[src/rtl/lsu_pkg.sv]
// Shared definitions for the load/store unit: memory op codes, FSM states,
// RAM port widths and small op-decoding helpers.
package lsu_pkg;

  localparam int REG_AW = 5;
  localparam int DATA_W = 32;
  localparam int RAM_AW = 32;
  localparam int RAM_DW = 8;

  localparam logic [7:0] EXE_LB_OP  = 8'b1110_0000;
  localparam logic [7:0] EXE_LH_OP  = 8'b1110_0001;
  localparam logic [7:0] EXE_LW_OP  = 8'b1110_0011;
  localparam logic [7:0] EXE_LBU_OP = 8'b1110_0100;
  localparam logic [7:0] EXE_LHU_OP = 8'b1110_0101;
  localparam logic [7:0] EXE_SB_OP  = 8'b1110_1000;
  localparam logic [7:0] EXE_SH_OP  = 8'b1110_1001;
  localparam logic [7:0] EXE_SW_OP  = 8'b1110_1011;

  typedef enum logic [1:0] {
    ST_IDLE   = 2'd0,
    ST_ACCESS = 2'd1,
    ST_WAIT   = 2'd2,
    ST_DONE   = 2'd3
  } lsu_state_e;

  function automatic logic is_store_op(input logic [7:0] op);
    return (op == EXE_SB_OP) || (op == EXE_SH_OP) || (op == EXE_SW_OP);
  endfunction

  function automatic logic is_mem_op(input logic [7:0] op);
    return is_store_op(op) || (op == EXE_LB_OP) || (op == EXE_LH_OP) ||
           (op == EXE_LW_OP) || (op == EXE_LBU_OP) || (op == EXE_LHU_OP);
  endfunction

  // Index of the final byte of the access (byte count minus one).
  function automatic logic [1:0] last_byte_idx(input logic [7:0] op);
    case (op)
      EXE_LB_OP, EXE_LBU_OP, EXE_SB_OP: return 2'd0;
      EXE_LH_OP, EXE_LHU_OP, EXE_SH_OP: return 2'd1;
      default:                          return 2'd3;
    endcase
  endfunction

endpackage

[src/rtl/lsu_load_ext.sv]
// Load result formatter: sign- or zero-extends the little-endian byte buffer
// according to the load op.
module load_ext
  import lsu_pkg::*;
(
  input  logic [7:0]        op,
  input  logic [DATA_W-1:0] buf_word,
  output logic [DATA_W-1:0] result
);

  always_comb begin
    result = buf_word;
    case (op)
      EXE_LB_OP:  result = {{24{buf_word[7]}}, buf_word[7:0]};
      EXE_LBU_OP: result = {24'd0, buf_word[7:0]};
      EXE_LH_OP:  result = {{16{buf_word[15]}}, buf_word[15:0]};
      EXE_LHU_OP: result = {16'd0, buf_word[15:0]};
      default:    result = buf_word;
    endcase
  end

endmodule

[src/rtl/lsu.sv]
// Load/store unit: serialises byte/half/word accesses over a byte-wide
// synchronous RAM, stalling the pipeline until the access completes.
module lsu
  import lsu_pkg::*;
(
  input  logic              clk,
  input  logic              rst,
  input  logic [REG_AW-1:0] waddr_i,
  input  logic              we_i,
  input  logic [DATA_W-1:0] wdata_i,
  input  logic [RAM_AW-1:0] mem_addr_i,
  input  logic [7:0]        mem_aluop_i,
  input  logic [DATA_W-1:0] rt_data_i,
  input  logic              hold_i,
  output logic              ram_en,
  output logic              ram_we,
  output logic [RAM_AW-1:0] ram_addr,
  output logic [RAM_DW-1:0] ram_wdata,
  input  logic [RAM_DW-1:0] ram_rdata,
  output logic [REG_AW-1:0] waddr_o,
  output logic              we_o,
  output logic [DATA_W-1:0] wdata_o,
  output logic              stall_req
);

  lsu_state_e        state_reg, state_next;
  logic [1:0]        cnt_reg, cnt_next;
  logic [RAM_AW-1:0] addr_reg;
  logic [DATA_W-1:0] data_reg;
  logic [7:0]        op_reg;
  logic [REG_AW-1:0] waddr_reg;
  logic              we_reg;
  logic              latch_en;

  logic [7:0]        ld_buf_reg [4];
  logic [7:0]        st_byte [4];
  logic [DATA_W-1:0] ld_word;
  logic [DATA_W-1:0] ld_result;
  logic              op_is_store;
  logic [1:0]        last_idx;
  logic              cap_en;
  logic [1:0]        cap_idx;

  assign op_is_store = is_store_op(op_reg);
  assign last_idx    = last_byte_idx(op_reg);

  // Read data lags issue by one cycle, so the byte landing now belongs to cnt-1.
  assign cap_idx = cnt_reg - 2'd1;
  assign cap_en  = !op_is_store &&
                   (((state_reg == ST_ACCESS) && (cnt_reg != 2'd0)) || (state_reg == ST_WAIT));

  generate
    for (genvar gi = 0; gi < 4; gi++) begin : g_byte
      assign st_byte[gi]         = data_reg[8*gi +: 8];
      assign ld_word[8*gi +: 8]  = ld_buf_reg[gi];

      always_ff @(posedge clk) begin
        if (rst) begin
          ld_buf_reg[gi] <= '0;
        end else if (cap_en && (cap_idx == 2'(gi))) begin
          ld_buf_reg[gi] <= ram_rdata;
        end
      end
    end
  endgenerate

  load_ext u_load_ext (
    .op       (op_reg),
    .buf_word (ld_word),
    .result   (ld_result)
  );

  always_ff @(posedge clk) begin
    if (rst) begin
      state_reg <= ST_IDLE;
      cnt_reg   <= '0;
      addr_reg  <= '0;
      data_reg  <= '0;
      op_reg    <= '0;
      waddr_reg <= '0;
      we_reg    <= 1'b0;
    end else begin
      state_reg <= state_next;
      cnt_reg   <= cnt_next;
      if (latch_en) begin
        addr_reg  <= mem_addr_i;
        data_reg  <= rt_data_i;
        op_reg    <= mem_aluop_i;
        waddr_reg <= waddr_i;
        we_reg    <= we_i;
      end
    end
  end

  always_comb begin
    state_next = state_reg;
    cnt_next   = cnt_reg;
    latch_en   = 1'b0;
    ram_en     = 1'b0;
    ram_we     = 1'b0;
    ram_addr   = '0;
    ram_wdata  = '0;
    waddr_o    = '0;
    we_o       = 1'b0;
    wdata_o    = '0;
    stall_req  = 1'b0;

    case (state_reg)
      ST_IDLE: begin
        if (is_mem_op(mem_aluop_i)) begin
          stall_req  = 1'b1;
          latch_en   = 1'b1;
          cnt_next   = 2'd0;
          state_next = ST_ACCESS;
        end else begin
          waddr_o = waddr_i;
          we_o    = we_i;
          wdata_o = wdata_i;
        end
      end
      ST_ACCESS: begin
        stall_req = 1'b1;
        ram_en    = 1'b1;
        ram_we    = op_is_store;
        ram_addr  = addr_reg + {30'd0, cnt_reg};
        ram_wdata = op_is_store ? st_byte[cnt_reg] : 8'd0;
        cnt_next  = cnt_reg + 2'd1;
        if (cnt_reg == last_idx) begin
          state_next = op_is_store ? ST_DONE : ST_WAIT;
        end
      end
      ST_WAIT: begin
        stall_req  = 1'b1;
        state_next = ST_DONE;
      end
      ST_DONE: begin
        waddr_o = waddr_reg;
        if (!op_is_store) begin
          we_o    = we_reg;
          wdata_o = ld_result;
        end
        if (!hold_i) begin
          state_next = ST_IDLE;
        end
      end
      default: state_next = ST_IDLE;
    endcase

    // Reset forces every output quiet in the same cycle, whatever the state.
    if (rst) begin
      ram_en    = 1'b0;
      ram_we    = 1'b0;
      ram_addr  = '0;
      ram_wdata = '0;
      waddr_o   = '0;
      we_o      = 1'b0;
      wdata_o   = '0;
      stall_req = 1'b0;
    end
  end

endmodule

[config.mk]
export PLATFORM = sky130hd
export DESIGN_NAME = lsu
export DESIGN_NICKNAME = d
export VERILOG_FILES = /design/src/rtl/lsu_pkg.sv /design/src/rtl/lsu_load_ext.sv /design/src/rtl/lsu.sv
export SDC_FILE = /design/constraint.sdc
export NUM_CORES = 1
export LEC_CHECK = 0
export BUFFER_PORTS_ARGS = -buffer_cell sky130_fd_sc_hd__buf_2
export CAP_MARGIN = 10
export CORE_MARGIN = 5
export CORE_UTILIZATION = 40
export DETAILED_ROUTE_END_ITERATION = 16
export PLACE_DENSITY = 0.69
export RECOVER_POWER = 100
export SETUP_SLACK_MARGIN = 0.5
export SYNTH_ARGS = -nofsm -noshare
export SYNTH_HDL_FRONTEND = slang
export SYNTH_SLANG_ARGS = --single-unit
[constraint.sdc]
create_clock -name clk -period 4.6 [get_ports clk]
set_input_delay 0.23 -clock clk [delete_from_list [all_inputs] [get_ports clk]]
set_output_delay 0.23 -clock clk [all_outputs]
set_load 0.01 [all_outputs]
==> flow_metrics.env <==
export IMPL_critPathTopFamily="buffers and inverters"
export IMPL_postSynthCellCount=744
export IMPL_clock_path_buffers=2
export IMPL_synth_seq_area_share=0.431
export IMPL_layout_drive_gt1_share=0.196
export IMPL_layout_common_cells="nand2_1 (184), buf_2 (127), a21oi_1 (103), dfxtp_1 (82), clkbuf_1 (81)"
export IMPL_grt_use_total=0.187
export IMPL_ys_warn_count=0
export IMPL_critPathKind="reg2out"
export IMPL_via_count=5734
export IMPL_netlist_area_mm2=0.00604
export IMPL_ys_ff_latch=114
export IMPL_cp_cell_sequence="inv_1 > ha_1 > inv_1 > nor2_1 > clkbuf_1 > a22oi_1 > nor2_1 > clkbuf_1"
export IMPL_grt_overflow_total=0
export IMPL_final_common_cell="nand2_1"
export IMPL_synth_cell_types=42
export IMPL_drc=0
export IMPL_drt_wl_total_um=17000
export IMPL_setup_violations_final=0
export IMPL_num_io_pins=202
export IMPL_grt_pass1_wl_um=27000
export IMPL_status="finished with violations"
export IMPL_busiest_layer="met2"
export IMPL_hold_buffers=0
export IMPL_dr_pass1_iters=4
export IMPL_die_y_um=133
export IMPL_hold_viol=0
export IMPL_yosys_most_used_dff="dfxtp_1"
export IMPL_clock_latency_ps=410
export IMPL_cts_sinks=114
export IMPL_p_int_mw=2.07
export IMPL_clkTransAtPathRegs_ps=60
export IMPL_r2r_start="state_reg[0]$_SDFFE_PP0P_"
export IMPL_dieArea_mm2=0.0176
export IMPL_syn_avg_cell_area_um2=8.11
export IMPL_numCtsBuffers=17
export IMPL_combPwrFrac=0.210
export IMPL_violations="max-capacitance violations, max-slew violations"
export IMPL_synthArstFlopShare=0
export IMPL_ir_drop_mv=0.192
export IMPL_cap_viol_max_count=2
export IMPL_crit_buf_inv=4
export IMPL_hpwl_um=11900
export IMPL_slew_viol_final=80
export IMPL_routed_via_density=5.11
export IMPL_cp_required_ps=4370
export IMPL_core_mm2=0.0150
export IMPL_antenna_left=0
export IMPL_p_seq_frac=0.364
export IMPL_swShare=0.307
export IMPL_wl_per_cell_um=15.1
export IMPL_synth_nets=878
export IMPL_crit_arrival_ps=3400
export IMPL_r2r_worst_path_cells=6
export IMPL_stdcell_count=1123
export IMPL_p_sw_mw=0.920
export IMPL_critPathMaxFanout=40
export IMPL_clock_fmax_mhz=276
export IMPL_synth_edf_count=32
export IMPL_cts_resized=0
export IMPL_worst_clock_skew_ps=6.53
export IMPL_startpoint_type="flip-flop"
export IMPL_p_per_area_mw_per_mm2=394
export IMPL_grt_max_degree=70
export IMPL_worstHoldPathType="in2reg"
export IMPL_fin_setup_tns_ps=0
export IMPL_fin_nets=1056
export IMPL_antenna_found_initial=1
export IMPL_area_delta_synth_final_pct=25.8
export IMPL_drtIter0Drc=306
export IMPL_r2r_end="addr_reg[6]$_SDFFE_PP0P_"
export IMPL_min_from="mem_addr_i[2]"
export IMPL_endpoint_kind="primary output"
export IMPL_grt_pass1_vias=5533
export IMPL_holdPathEnd="addr_reg[2]$_SDFFE_PP0P_"
export IMPL_place_inst=1089
export IMPL_use_met1=0.232
export IMPL_worst_slew_pin_transition_ps=2050
export IMPL_postCtsSetupRepairBufs=0
export IMPL_slowest_delay_ps=1320
export IMPL_grt_met3_usage=0.0433
export IMPL_reg2reg_slack_ps=1100
export IMPL_portBuffers=201
export IMPL_rsz0062_at_grt="false"
export IMPL_critPathSlowestCell="clkbuf_1"
export IMPL_start_util=0.403
export IMPL_h_tree_depth=4
export IMPL_root_buffer="clkbuf_16"
export IMPL_hold_path_cell_count=3
export IMPL_grt_use_met2=0.318
export IMPL_slew_headroom=-0.368
export IMPL_clockPowerShare=0.426
export IMPL_num_rows=45
export IMPL_tritoncts="done"
export IMPL_p_leak_nw=3.00
export IMPL_antenna_cells=0
export IMPL_routabilityCongestion=0.835
export IMPL_fin_crit_ps=3630
export IMPL_dieWidth_um=133
export IMPL_fin_crit_sh=0.789
-- synthesized netlist by cell type, types with 3 or more instances --
cell      instances  area, µm²
and3_1           42        263
clkbuf_1         46        173
a21oi_2           8       70.1
or3_1             5       31.3
nand3_1           9       45.0
edfxtp_1         32        961
nand4_1           7       43.8
buf_2             4       20.0
mux4_2            8        180
and4_1            6       52.6
xnor2_1          18        158
nand2b_1          4       25.0
a21oi_1          99        495
inv_1            12       45.0
nor2b_1           3       18.8
xor2_1            9       78.8
a22oi_1          14        105
nor2_1           51        191
a21o_1           14        105
nor4_1            7       43.8
o21ai_0          29        145
ha_1             12        150
dfxtp_1          82       1640
nand2_1         185        694
buf_1             3       11.3
nor3_1           12       60.1
and2_1            4       25.0
-- worst min-delay path, delay by kind of cell --
family,cells,cell delay [ps]
buffers and inverters,1,90
AOI/OAI and AO/OA,1,50
and+or+nand+nor,1,40
-- cell type report --
cell class	count	area [µm²]
clock buffer	18	429
fill	1554	7380
inverter	12	45.0
clock inverter	14	140
sequential	114	2600
timing repair buffer	213	981
tap	188	235
multi-input combinational	564	3160
-- worst max path at each step --
stage                                    from                        end  slack, ps  depth (start not counted)
floorplan             cnt_reg[0]$_SDFFE_PP0P_               ram_addr[26]       2360                          8
global placement       op_reg[0]$_SDFFE_PP0P_                       we_o       1780                          6
detailed placement     op_reg[0]$_SDFFE_PP0P_                       we_o       1720                          6
CTS                    op_reg[0]$_SDFFE_PP0P_                       we_o       1280                          6
global route                   mem_aluop_i[2]  addr_reg[29]$_SDFFE_PP0P_        620                          7
finish              state_reg[0]$_SDFFE_PP0P_                       we_o        970                          8
-- power groups by stage --
| stage | Clock, mW | Sequential (mW) | Combinational, mW |
|---|---|---|---|
| final | 1.28 | 1.09 | 0.629 |
| after global routing | 1.34 | 1.09 | 0.703 |
| after CTS | 1.29 | 1.09 | 0.667 |
| after detailed placement | 0 | 1.11 | 0.665 |
| after global placement | 0 | 1.11 | 0.660 |
| after floorplan | 0 | 1.10 | 0.420 |
-- layer usage --
layer  up-vias  share of wire
li1       2926              -
met1      2613           0.45
met2       165           0.48
met3        28          0.059
met4         2          0.017
met5         -        0.00065
-- stage by stage --
step	hold WS [ps]	utilization	power [mW]	instance area, µm²	setup WS (ps)
floorplan	366	-	1.52	6040	2360
global placement	440	0.478	1.77	7150	1780
detailed placement	447	0.478	1.78	7150	1720
CTS	40.0	0.516	3.05	7720	1280
global route	44.3	0.507	3.14	7590	623
finish	53.8	0.507	2.99	7590	971
-- cells by family after synthesis --
| logic type | synth area share |
|---|---|
| AND/OR/NAND/NOR | 0.260 |
| XOR/XNOR | 0.0392 |
| multiplexers | 0.0350 |
| buffers and inverters | 0.0431 |
| AO/OA/AOI/OAI | 0.164 |
| adder cells (fa/ha/maj) | 0.0282 |
| flip-flops | 0.431 |
No activity file was read; power rests on OpenSTA's default activity.
